### src/rtl/regfile_pkg.sv
// ============================================================================
// Package     : regfile_pkg
// Description : Shared FSM encoding and address range helper for regfile_np.
// Revision    : 1.0 - initial release
// ============================================================================
`default_nettype none

package regfile_pkg;

    typedef enum logic [1:0] {
        ST_IDLE  = 2'd0,
        ST_CLEAR = 2'd1,
        ST_DONE  = 2'd2
    } state_e;

    function automatic logic addr_in_range(input logic [31:0] addr, input int unsigned depth);
        return addr < depth;
    endfunction

endpackage

`default_nettype wire

### src/rtl/regfile_np_mux_n.sv
// ============================================================================
// Module      : mux_n
// Description : DEPTH-way mux over a flat bus; out-of-range selects yield 0.
// Revision    : 1.0 - initial release
// ============================================================================
`default_nettype none

module mux_n
    import regfile_pkg::*;
#(
    parameter int WIDTH = 8,
    parameter int DEPTH = 8,
    parameter int SEL_W = $clog2(DEPTH)
) (
    input  logic [SEL_W-1:0]       sel_i,
    input  logic [DEPTH*WIDTH-1:0] data_i,
    output logic [WIDTH-1:0]       dout_o
);

    always_comb begin
        dout_o = '0;
        if (addr_in_range(32'(sel_i), DEPTH)) begin
            for (int i = 0; i < DEPTH; i++) begin
                if (sel_i == SEL_W'(i)) begin
                    dout_o = data_i[i*WIDTH +: WIDTH];
                end
            end
        end
    end

endmodule

`default_nettype wire

### src/rtl/regfile_np.sv
// ============================================================================
// Module      : regfile_np
// Description : DEPTH x WIDTH register file, 1 write / 2 combinational read
//               ports, with a one-register-per-cycle clear sequencer.
//               Define REGFILE_BYPASS_EN for same-cycle write-to-read forwarding.
// Revision    : 1.0 - initial release
// ============================================================================
`default_nettype none

module regfile_np
    import regfile_pkg::*;
#(
    parameter int              WIDTH     = 8,
    parameter int              DEPTH     = 8,
    parameter int              ADDR_W    = $clog2(DEPTH),
    parameter logic [WIDTH-1:0] RESET_VAL = '0
) (
    input  logic              clk,
    input  logic              rst,
    input  logic              we,
    input  logic [ADDR_W-1:0] waddr,
    input  logic [WIDTH-1:0]  wdata,
    input  logic [ADDR_W-1:0] raddr_a,
    input  logic [ADDR_W-1:0] raddr_b,
    output logic [WIDTH-1:0]  dout_a,
    output logic [WIDTH-1:0]  dout_b,
    input  logic              clr_req,
    output logic              busy,
    output logic              clr_done
);

    state_e                   state_q, state_d;
    logic [ADDR_W-1:0]        ptr_q, ptr_d;
    logic                     busy_q, busy_d;
    logic                     clr_done_q, clr_done_d;
    logic [WIDTH-1:0]         regs_q [DEPTH];
    logic [DEPTH*WIDTH-1:0]   regs_flat;
    logic [WIDTH-1:0]         mux_a, mux_b;
    logic                     wr_en;

    assign wr_en = we && !busy_q && addr_in_range(32'(waddr), DEPTH);

    always_comb begin
        state_d = state_q;
        ptr_d   = ptr_q;
        case (state_q)
            ST_IDLE: begin
                if (clr_req) begin
                    state_d = ST_CLEAR;
                    ptr_d   = '0;
                end
            end
            ST_CLEAR: begin
                if (ptr_q == ADDR_W'(DEPTH - 1)) begin
                    state_d = ST_DONE;
                end else begin
                    ptr_d = ptr_q + 1'b1;
                end
            end
            ST_DONE:  state_d = ST_IDLE;
            default:  state_d = ST_IDLE;
        endcase
        busy_d     = (state_d == ST_CLEAR);
        clr_done_d = (state_d == ST_DONE);
    end

    always_ff @(posedge clk or posedge rst) begin
        if (rst) begin
            state_q    <= ST_IDLE;
            ptr_q      <= '0;
            busy_q     <= 1'b0;
            clr_done_q <= 1'b0;
        end else begin
            state_q    <= state_d;
            ptr_q      <= ptr_d;
            busy_q     <= busy_d;
            clr_done_q <= clr_done_d;
        end
    end

    // Clear has priority; a write in the IDLE cycle that starts a clear still lands first.
    for (genvar i = 0; i < DEPTH; i++) begin : g_reg
        always_ff @(posedge clk or posedge rst) begin
            if (rst) begin
                regs_q[i] <= RESET_VAL;
            end else if (state_q == ST_CLEAR && ptr_q == ADDR_W'(i)) begin
                regs_q[i] <= RESET_VAL;
            end else if (wr_en && waddr == ADDR_W'(i)) begin
                regs_q[i] <= wdata;
            end
        end
        assign regs_flat[i*WIDTH +: WIDTH] = regs_q[i];
    end

    mux_n #(.WIDTH(WIDTH), .DEPTH(DEPTH), .SEL_W(ADDR_W)) u_mux_a (
        .sel_i  (raddr_a),
        .data_i (regs_flat),
        .dout_o (mux_a)
    );

    mux_n #(.WIDTH(WIDTH), .DEPTH(DEPTH), .SEL_W(ADDR_W)) u_mux_b (
        .sel_i  (raddr_b),
        .data_i (regs_flat),
        .dout_o (mux_b)
    );

`ifdef REGFILE_BYPASS_EN
    assign dout_a = (wr_en && waddr == raddr_a) ? wdata : mux_a;
    assign dout_b = (wr_en && waddr == raddr_b) ? wdata : mux_b;
`else
    assign dout_a = mux_a;
    assign dout_b = mux_b;
`endif

    assign busy     = busy_q;
    assign clr_done = clr_done_q;

endmodule

`default_nettype wire

### config.mk
export PLATFORM = sky130hd
export DESIGN_NAME = regfile_np
export DESIGN_NICKNAME = d
export VERILOG_FILES = /design/src/rtl/regfile_pkg.sv /design/src/rtl/regfile_np_mux_n.sv /design/src/rtl/regfile_np.sv
export SDC_FILE = /design/constraint.sdc
export NUM_CORES = 1
export LEC_CHECK = 0
export ABC_AREA = 1
export ABC_CLOCK_PERIOD_IN_PS = 2700
export CAP_MARGIN = 20
export CORE_UTILIZATION = 42
export CTS_BUF_LIST = sky130_fd_sc_hd__clkbuf_2 sky130_fd_sc_hd__clkbuf_4 sky130_fd_sc_hd__clkbuf_8
export CTS_CLUSTER_DIAMETER = 50
export DETAILED_ROUTE_END_ITERATION = 12
export PLACE_DENSITY = 0.67
export SYNTH_ARGS = -nofsm -noshare
export SYNTH_HDL_FRONTEND = slang
export SYNTH_SLANG_ARGS = --single-unit
### constraint.sdc
create_clock -name clk -period 2.7 [get_ports clk]
set_input_delay 0.675 -clock clk [delete_from_list [all_inputs] [get_ports clk]]
set_output_delay 0.675 -clock clk [all_outputs]
set_load 0.05 [all_outputs]
==> Word level (Yosys, flattened, before mapping) <==
Index checks and enable logic that the tools add are counted.
{ "op_classes": {"addsub": 1, "eq_ne": 33, "n_mux": 38, "reduce_logical": 33} }
{ "op_table": {"columns": ["cell", "n"], "rows": [
  ["2-to-1 mux 8 bit", 32],
  ["== test 3 bit (second input constant)", 16],
  ["== test 3 x 2 -> 1 bit (second input constant)", 8],
  ["nonzero test 2 bit", 9],
  ["logical AND 1 bit", 17],
  ["== test 3 x 1 -> 1 bit (second input constant)", 4],
  ["zero test 3 bit", 4],
  ["2-to-1 mux 3 bit", 2],
  ["one-hot mux 3 bit (2 select lines)", 1],
  ["== test 2 x 1 -> 1 bit (second input constant)", 2],
  ["2-to-1 mux 2 bit", 2],
  ["inequality test 2 bit (second input constant)", 2],
  ["one-hot mux 2 bit (2 select lines)", 1],
  ["adder 3 x 1 -> 3 bit (second input constant)", 1],
  ["AND reduction 3 bit", 1],
  ["== test 2 bit (second input constant)", 1],
  ["zero test 2 bit", 1],
  ["zero test 1 bit", 1]
]} }
{ "totals": {"reg_bits": 71, "inputBits": 21, "output_inout_bits": 18, "wordCells": 117} }

==> Logic depth before layout (Yosys ltp) <==
Gate-level depths: netlist of the first run.
{ "depth": {"depth_word": 9, "mapped_depth": 6, "mapped_depth_nobuf": 6} }

==> Cells and area by module <==
Synthesis of the first run repeated with hierarchy kept, for this count alone.
{ "unflattened": {"hier_cells": 583, "hier_area_um2": 4377.9} }
{ "by_module_without_submodules": {"columns": ["mod", "n_inst", "cells_each", "area_per_inst_um2"], "rows": [
  ["regfile_np", 1, 361, 3149.3],
  ["mux_n", 2, 111, 614.3]
]} }

==> Least setup slack after synthesis of the first run <==
Ideal clock, no wire load.
{ "synth_path": {"kind": "in2out", "start": "input raddr_a[0]", "end": "output dout_a[0]", "t_arrival_ns": 1.818, "setup_slack_ns": 0.207, "stages": 5, "cell_sequence": "buf_2 -> inv_2 -> nor3_2 -> nand2_1 -> nand4_1"} }
{ "synth_between": {"elab_chain_cells": 9, "word_cells_on_any_way": 16, "cone_classes": "7 x eq/ne; 8 x mux; 1 x reduce/logical"} }
{ "synth_lines": {"columns": ["element", "line", "source"], "rows": [
  ["from (decl)", "regfile_np.sv:23", "input logic [ADDR_W-1:0] raddr_a,"],
  ["zero test 3 bit", "regfile_np_mux_n.sv:24", "if (sel_i == SEL_W'(i)) begin"],
  ["2-to-1 mux 8 bit (7 in series)", "regfile_np_mux_n.sv:24", null],
  ["2-to-1 mux 8 bit *", "regfile_np_mux_n.sv:24", null],
  ["to (decl)", "regfile_np.sv:25", "output logic [WIDTH-1:0] dout_a,"]
]} }
Every way passes the cells marked *; elsewhere a longest branch is shown, timed or not.

==> Worst setup path in the final report of the first run <==
{ "layout_path": {"start": "input raddr_b[2]", "end": "output dout_b[6]"} }
{ "layout_between": {"elab_chain_cells": 9, "word_cells_on_any_way": 16, "cone_classes": "7 x eq/ne; 8 x mux; 1 x reduce/logical"} }
{ "layout_lines": {"columns": ["element", "line", "source"], "rows": [
  ["from (decl)", "regfile_np.sv:24", "input logic [ADDR_W-1:0] raddr_b,"],
  ["zero test 3 bit", "regfile_np_mux_n.sv:24", null],
  ["2-to-1 mux 8 bit (7 in series)", "regfile_np_mux_n.sv:24", null],
  ["2-to-1 mux 8 bit *", "regfile_np_mux_n.sv:24", null],
  ["to (decl)", "regfile_np.sv:26", "output logic [WIDTH-1:0] dout_b,"]
]} }
Marked as above.

==> impl_results.md, run 1 <==
- Status: completed
- Die area: 0.00975 mm^2
- Top post-synthesis cells by area: dfrtp_1, nand4_1, inv_1, o22ai_1, nand3_1
- IO Pins: 39
- Layout cell share with drive strength beyond 1: 0.174
- Final setup violation count: 0
- Clock Tree Root: clkbuf_8
- XOR/XNOR share of the synthesized area: 0
- Die Span X: 98.8 um
- Average cell area after synthesis: 7.88 um^2
- Commonest non-fill, non-tap cell in the layout: inv_1
- Pint: between 2000 and 2500 uW
- Core Region: 0.00889 mm^2
- Routed Antenna Nets: 0
- Detailed-route via count: about 4.1k
- Final WL: 13400 um
- Mapped Cells: 499
- Finished Layout Cells: 689
- Fin. Hold Viols: 0
- CTS max path bufs: 2
- Worst-Margin Slew: 0.715 ns
- Reg clk slew, reported paths: 0.08 ns
- Fill count: 796
- Max rail drop VDD: 0.494 mV
- Total Power: 3970 uW
- Final Max Slew Viols: 0
- Data required time of the worst path: ~2.0 ns
- Max-Cap Viols: 0
- Total grt overflow: 0
- Worst hold path type: reg -> reg
- Tot GR Track Use: 0.294
- Starting density of the core: 0.442
- Most frequent cells in the layout: inv_1, nand4_1, dfrtp_1
- Synth unique cells: 20
- Top-area cell type share of the netlist area: 0.452
- RSZ-0062 raised after global routing: false
- Synth Area in Simple Gates: 0.313
- Synth Area in Compound Gates: 0.111
- Switch share: 0.421
- # rows: 34
- CTS buffer count: 9
- CP Cell Sequence: clkdlybuf4s15_1, inv_2, buf_4, nor3_4, buf_4, nand2_1, nand4_1, buf_12
- Metal-1 WL: 5720 um
- Static leakage power: 0.00222 uW
- Nets: approximately 600
- Tcrit/Tclk final: 0.963
- Routability cong.: roughly 0.92
- Seq. cell area: 0.00178 mm^2
- Largest net degree at the start of global routing: 53
- DRC viols: 0
- Logic gate share of total power: 0.404
- Syn Nets: 526
- Setup TNS Final: 0 ns
- Max Clock Skew: a little over 0.01 ns
- Synth Cell Area: roughly 0.0039 mm^2
- Area of the multi-input gates: 0.00178 mm^2
- Vias in the first global route: roughly 4k
- Largest family of logic cells by synthesized area: simple AND/OR/NAND/NOR gates
- H-tree levels: 3
- # port buffers: 38
- Top Metal Used: met4
- Fin crit period: 2.60 ns
- Max transition margin: 0.521
- Layout Utilization: 0.574
- Routed WL per cell: 19.4 um
- Met2 wire length: 6350 um
- Arr. time, crit path: 1.92 ns
- CTS tree: done
- Startpoint Class: input pin
- Clock power frac: 0.197
- Worst-path fanout max: 5
- Slowest CP cell: nor3_4
- Post-Synth Adder-Cell Area: 0.0191
- Sequential share of the synthesized area: 0.452
- Sw power: 1670 uW
- Diode count: 0
- CP endpoint kind: primary output
- FMAX: 0.385 GHz
- Biggest area consumer among synthesized cells: dfrtp_1
- Syn-to-layout area delta: 29.8%
- Dpl cells: 670
- Slack of the critical path: 0.101 ns
- Number of synthesized register bits: 71
- Cell mode on critical path: buf_4
- Die height: 98.8 um
- Sequential Power Share: 0.399
- Crit Path Class: in -> out
- Initial antenna violation count: 0
- Power per Cell Area: 777 mW/mm^2
- Router iterations before antenna repair: 5
- Met3 WL post-DR: 952 um
- Vias/cell: 5.92
- First-pass GRT wire length: 21600 um
- Setup WS pre-CTS: -0.449 ns
- Mux contribution to synthesized area: 0
- CP max stage delay: 0.26 ns
- HPWL Detailed: around 9600 um
- Number of DRC markers in iteration 0: between 300 and 400
- Clk sink count: between 70 and 80
- Worst skew pair latency: 0.35 ns
- Synth warnings: 0
## cell families (layout without fill, tap and decap cells)
family,Yosys count,after routing
fa+ha+maj,6,6
flops,71,71
buf+inv,107,189
simple gates,240,240
compound gates,75,75
## metal layers
metal / GRT usage / up-vias
li1: - / 1909
met1: 0.398 / 1951
met2: 0.481 / 189
met3: 0.0489 / 29
met4: 0.0930 / 0
met5: 0 / -
## area by class of cell
class	count	area share
Clock buffer	9	0.0243
Tap cell	108	0.0265
Sequential cell	71	0.348
Inverter	92	0.0682
Clock inverter	7	0.00956
Timing Repair Buffer	81	0.175
Multi-Input combinational cell	321	0.348
## through the flow
stage	cell area (um^2)	hold WS, ns
5_1_grt	5100	0.519
3_5_place_dp	4870	0.491
3_3_place_gp	4870	0.476
6_report	5100	0.495
4_1_cts	5080	0.503
2_1_floorplan	3930	0.458
## sequential cells by signal (all words and copies together), names as in the netlist
signal and cells:
regs_flat 64, ptr_q 3, state_q 2, busy 1, clr_done 1
## critical path, delay by kind of cell
family / cells / cell delay [ns]
and+or+nand+nor: 3 / 0.47
buffers and inverters: 5 / 0.77
## synth_stat cells
cell / count
buf_4: 1
dfrtp_1: 71
inv_1: 86
o21ai_1: 5
ha_1: 6
nor2_1: 39
inv_2: 6
nor3_2: 6
nor3_1: 3
nor2_2: 2
clkbuf_1: 5
nand2_1: 57
o22ai_1: 41
nand3_2: 3
o21ai_0: 26
buf_2: 4
o21ai_2: 3
nand3_1: 47
buf_1: 5
nand4_1: 83
## repair_timing
action / CTS / global route
endpoints found under the setup margin: 16 / 11
buffers inserted: 1 / 2
hold buffers: 0 / 0
resized for setup: 14 / 12
pin swaps: 9 / 4
cloned: 0 / 0
## power by group through the flow
stage / combinational (uW) / sequential (uW) / clock (uW)
2_1_floorplan: 914 / 1550 / 0
3_3_place_gp: 1540 / 1590 / 0
3_5_place_dp: 1570 / 1600 / 0
4_1_cts: 1580 / 1580 / 777
5_1_grt: 1730 / 1620 / 834
6_report: 1600 / 1580 / 780
## path summary, 6_finish.rpt
check                           endpoint  slack [ns]        from  cells after the start
min in group asynchronous  regs_flat[13]        0.67         rst                      2
setup / recovery               dout_b[6]        0.10  raddr_b[2]                      8
hold / removal                      busy        0.49  state_q[1]                      1
hold reg to reg                     busy        0.49  state_q[1]                      1
setup reg to reg           regs_flat[44]        0.89  state_q[1]                      5
max in group asynchronous  regs_flat[51]        1.38         rst                      3
Power figures use the tool's default switching activity.
==> run 2, diff against run 1 <==
--- a/config.mk
+++ b/config.mk
@@ -6,13 +6,13 @@
 export NUM_CORES = 1
 export LEC_CHECK = 0
 export ABC_AREA = 1
-export ABC_CLOCK_PERIOD_IN_PS = 2700
+export ABC_CLOCK_PERIOD_IN_PS = 2100
 export CAP_MARGIN = 20
 export CORE_UTILIZATION = 42
 export CTS_BUF_LIST = sky130_fd_sc_hd__clkbuf_2 sky130_fd_sc_hd__clkbuf_4 sky130_fd_sc_hd__clkbuf_8
 export CTS_CLUSTER_DIAMETER = 50
 export DETAILED_ROUTE_END_ITERATION = 12
-export PLACE_DENSITY = 0.67
+export PLACE_DENSITY = 0.69
 export SYNTH_ARGS = -nofsm -noshare
 export SYNTH_HDL_FRONTEND = slang
 export SYNTH_SLANG_ARGS = --single-unit
==> constraint.sdc (replaced) <==
create_clock -name clk -period 2.1 [get_ports clk]
set_input_delay 0.525 -clock clk [delete_from_list [all_inputs] [get_ports clk]]
set_output_delay 0.525 -clock clk [all_outputs]
set_load 0.05 [all_outputs]
==> run 2 against run 1 <==
Against the previous run:
- the run now ends with setup timing left
- critical endpoint is now dout_b[2]
- via count fell by 0.47%
- wire length up 4.5%
- first-iteration DRC count shrank 2.0%
- highest routed layer unchanged
- hold slack got worse by 0.0024 ns
- cell count is 1.6% higher
- core utilization is 5.7 points higher
- sequential cell count stayed put
==> impl_results.md, run 2 (synthesis results as in run 1) <==
- Status: finished with violations
- Violations in the final reports: setup timing
- Area of the multi-input gates: 0.00186 mm^2 (+4.9%)
- Hold buffers post-CTS: 0 (unchanged)
- Vias in the first global route: 3801 (-5.2%)
- CTS max path bufs: 2 (unchanged)
- FF-to-FF setup slack: 0.38 ns (-0.51 ns)
- Final setup violation count: 9 (+9)
- Routed Antenna Nets: 0 (unchanged)
- Die Span X: 98.8 um (unchanged)
- Sw power: 2200 uW (+31%)
- Startpoint Class: input pin
- Data required time of the worst path: 1.57 ns (-0.46 ns)
- Die height: 98.8 um (unchanged)
- Tot GR Track Use: 0.299 (+0.00497)
- Max FFs per register: 64 (unchanged)
- CTS tree: done
- Clock Tree Root: clkbuf_8
- Tcrit/Tclk final: 1.02
- Slowest CP cell: nor2_4
- Detailed-route via count: 4059 (-0.47%)
- Router iterations before antenna repair: 5 (unchanged)
- H-tree levels: 3 (unchanged)
- Commonest non-fill, non-tap cell in the layout: inv_1
- # rows: 34 (unchanged)
- Initial antenna violation count: 0 (unchanged)
- Arr. time, crit path: 1.62 ns (-0.30 ns)
- Clk sink count: 71 (unchanged)
- Placed inst area: 0.00494 mm^2 (+1.5%)
- Largest net degree at the start of global routing: 45 (-15%)
- # port buffers: 38 (unchanged)
- First-pass GRT wire length: 21500 um (-0.76%)
- HPWL Detailed: 10400 um (+9.3%)
- Sequential Power Share: 0.375 (-0.024)
- Most frequent cells in the layout: inv_1, nand4_1, dfrtp_1
- Starting density of the core: 0.442 (unchanged)
- Total grt overflow: 0 (unchanged)
- Total Power: 5610 uW (+41%)
- Final WL: 14000 um (+4.5%)
- Max Clock Skew: 0.0107 ns (+0.000430 ns)
- Final instance area: 0.00561 mm^2 (+9.9%)
- Power per Cell Area: 1000 mW/mm^2 (+29%)
- Logic gate share of total power: 0.377 (-0.027)
- Worst-path fanout max: 5 (unchanged)
- Worst skew pair latency: 0.36 ns (about the same)
- Core Region: 0.00889 mm^2 (unchanged)
- Nets: 614 (+1.8%)
- Final Max Slew Viols: 0 (unchanged)
- Syn-to-layout area delta: 42.6%
- Reg clk slew, reported paths: 0.08 ns (about the same)
- Diode count: 0 (unchanged)
- Layout cell share with drive strength beyond 1: 0.215 (+0.0407)
- RSZ-0062 raised after global routing: true
- Static leakage power: 0.00242 uW (+9.0%)
- Vias/cell: 5.80 (-2.0%)
- Routability cong.: 0.932 (+1.9%)
- Setup TNS Final: -0.209 ns (-0.209 ns)
- Number of DRC markers in iteration 0: 350 (-2.0%)
- Fill count: 741 (-6.9%)
- Max transition margin: 0.668 (+0.147)
- CP max stage delay: 0.22 ns (-0.04 ns)
- Seq. cell area: 0.00178 mm^2 (about the same)
- CP Cell Sequence: buf_8, buf_6, nor2_4, nand3_2, nand4_1, nor2_1, nand4_1, buf_12
- Layout Utilization: 0.631 (+0.0567)
- Max rail drop VDD: 0.653 mV (+32%)
- Max-Cap Viols: 0 (unchanged)
- Fin. Hold Viols: 0 (unchanged)
- Cell mode on critical path: nand4_1
- Switch share: 0.391 (-0.0297)
- DRC viols: 0 (unchanged)
- Clock power frac: 0.248 (+0.051)
- Worst hold path type: reg -> reg
- CP endpoint kind: primary output
- Routed WL per cell: 19.9 um (+2.8%)
- CTS buffer count: 9 (unchanged)
- FMAX: 0.466 GHz
- IO Pins: 39 (unchanged)
- Fin crit period: 2.14 ns
- Worst hold slack: 0.493 ns (-0.00235 ns)
- Pint: 3410 uW (+49%)
- Die area: 0.00975 mm^2 (unchanged)
- Worst-Margin Slew: 0.497 ns (-0.219 ns)
- Crit Path Class: in -> out
- Slack of the critical path: -0.0444 ns (-0.145 ns)
## run 2: cell types whose count changed in the layout (fill, tap and decap cells not counted), sizes merged
cell	change
buf	+14
clkinv	-4
bufinv	+3
clkbuf	-2
nor2	+2
clkdlybuf4s15	-1
dlygate4sd2	-1
## run 2: layer usage
metal  vias to the layer above  track usage  wire [um]
met3                        30       0.0624       1120
met1                      1926        0.419       6170
li1                       1945            -          -
met5                         -            0          0
met4                         0        0.131        442
met2                       158        0.446       6230
## run 2: per-stage QoR
step | std cells | setup WS [ns]
2_1_floorplan | 499 | 0.0106
3_3_place_gp | 667 | -0.516
3_5_place_dp | 667 | -0.519
4_1_cts | 695 | -0.0355
5_1_grt | 700 | -0.0906
6_report | 700 | -0.0444
## run 2: final cells by class
cell class	count	share of cell area
multi-input combinational	323	0.332
sequential	71	0.317
clock buffer	10	0.0234
tap	108	0.0241
clock inverter	6	0.0207
inverter	92	0.0649
timing repair buffer	90	0.218
## run 2: what timing repair did
item	CTS	global route
gates cloned	8	1
endpoints found under the setup margin	16	16
pin swaps	30	31
resized for setup	67	12
setup buffers	4	4
## run 2: final timing paths
| check | startpoint | endpoint | depth (start not counted) |
|---|---|---|---|
| hold reg to reg | state_q[1] | busy | 1 |
| hold / removal | state_q[1] | busy | 1 |
| setup / recovery | raddr_b[1] | dout_b[2] | 8 |
| min in group asynchronous | rst | regs_flat[26] | 2 |
| setup reg to reg | ptr_q[0] | ptr_q[1] | 6 |
| max in group asynchronous | rst | regs_flat[46] | 3 |
## run 2: power groups by stage
stage               Clock, uW  Combinational [uW]  Sequential [uW]
floorplan                   0                1200             1990
global placement            0                1950             2100
detailed placement          0                1990             2110
CTS                      1400                2070             2090
global route             1450                2290             2140
finish                   1390                2110             2110
## run 2: critical path, delay by kind of cell
family,cells,cell delay (ns)
buffers and inverters,3,0.39
and+or+nand+nor,5,0.69
==> run 3, diff against run 2 <==
--- a/config.mk
+++ b/config.mk
@@ -13,6 +13,7 @@
 export CTS_CLUSTER_DIAMETER = 50
 export DETAILED_ROUTE_END_ITERATION = 12
 export PLACE_DENSITY = 0.69
+export SLEW_MARGIN = 20
 export SYNTH_ARGS = -nofsm -noshare
 export SYNTH_HDL_FRONTEND = slang
 export SYNTH_SLANG_ARGS = --single-unit
==> results of run 3 <==
Same layout as run 2: the final DEF is identical, and so are final timing and power.
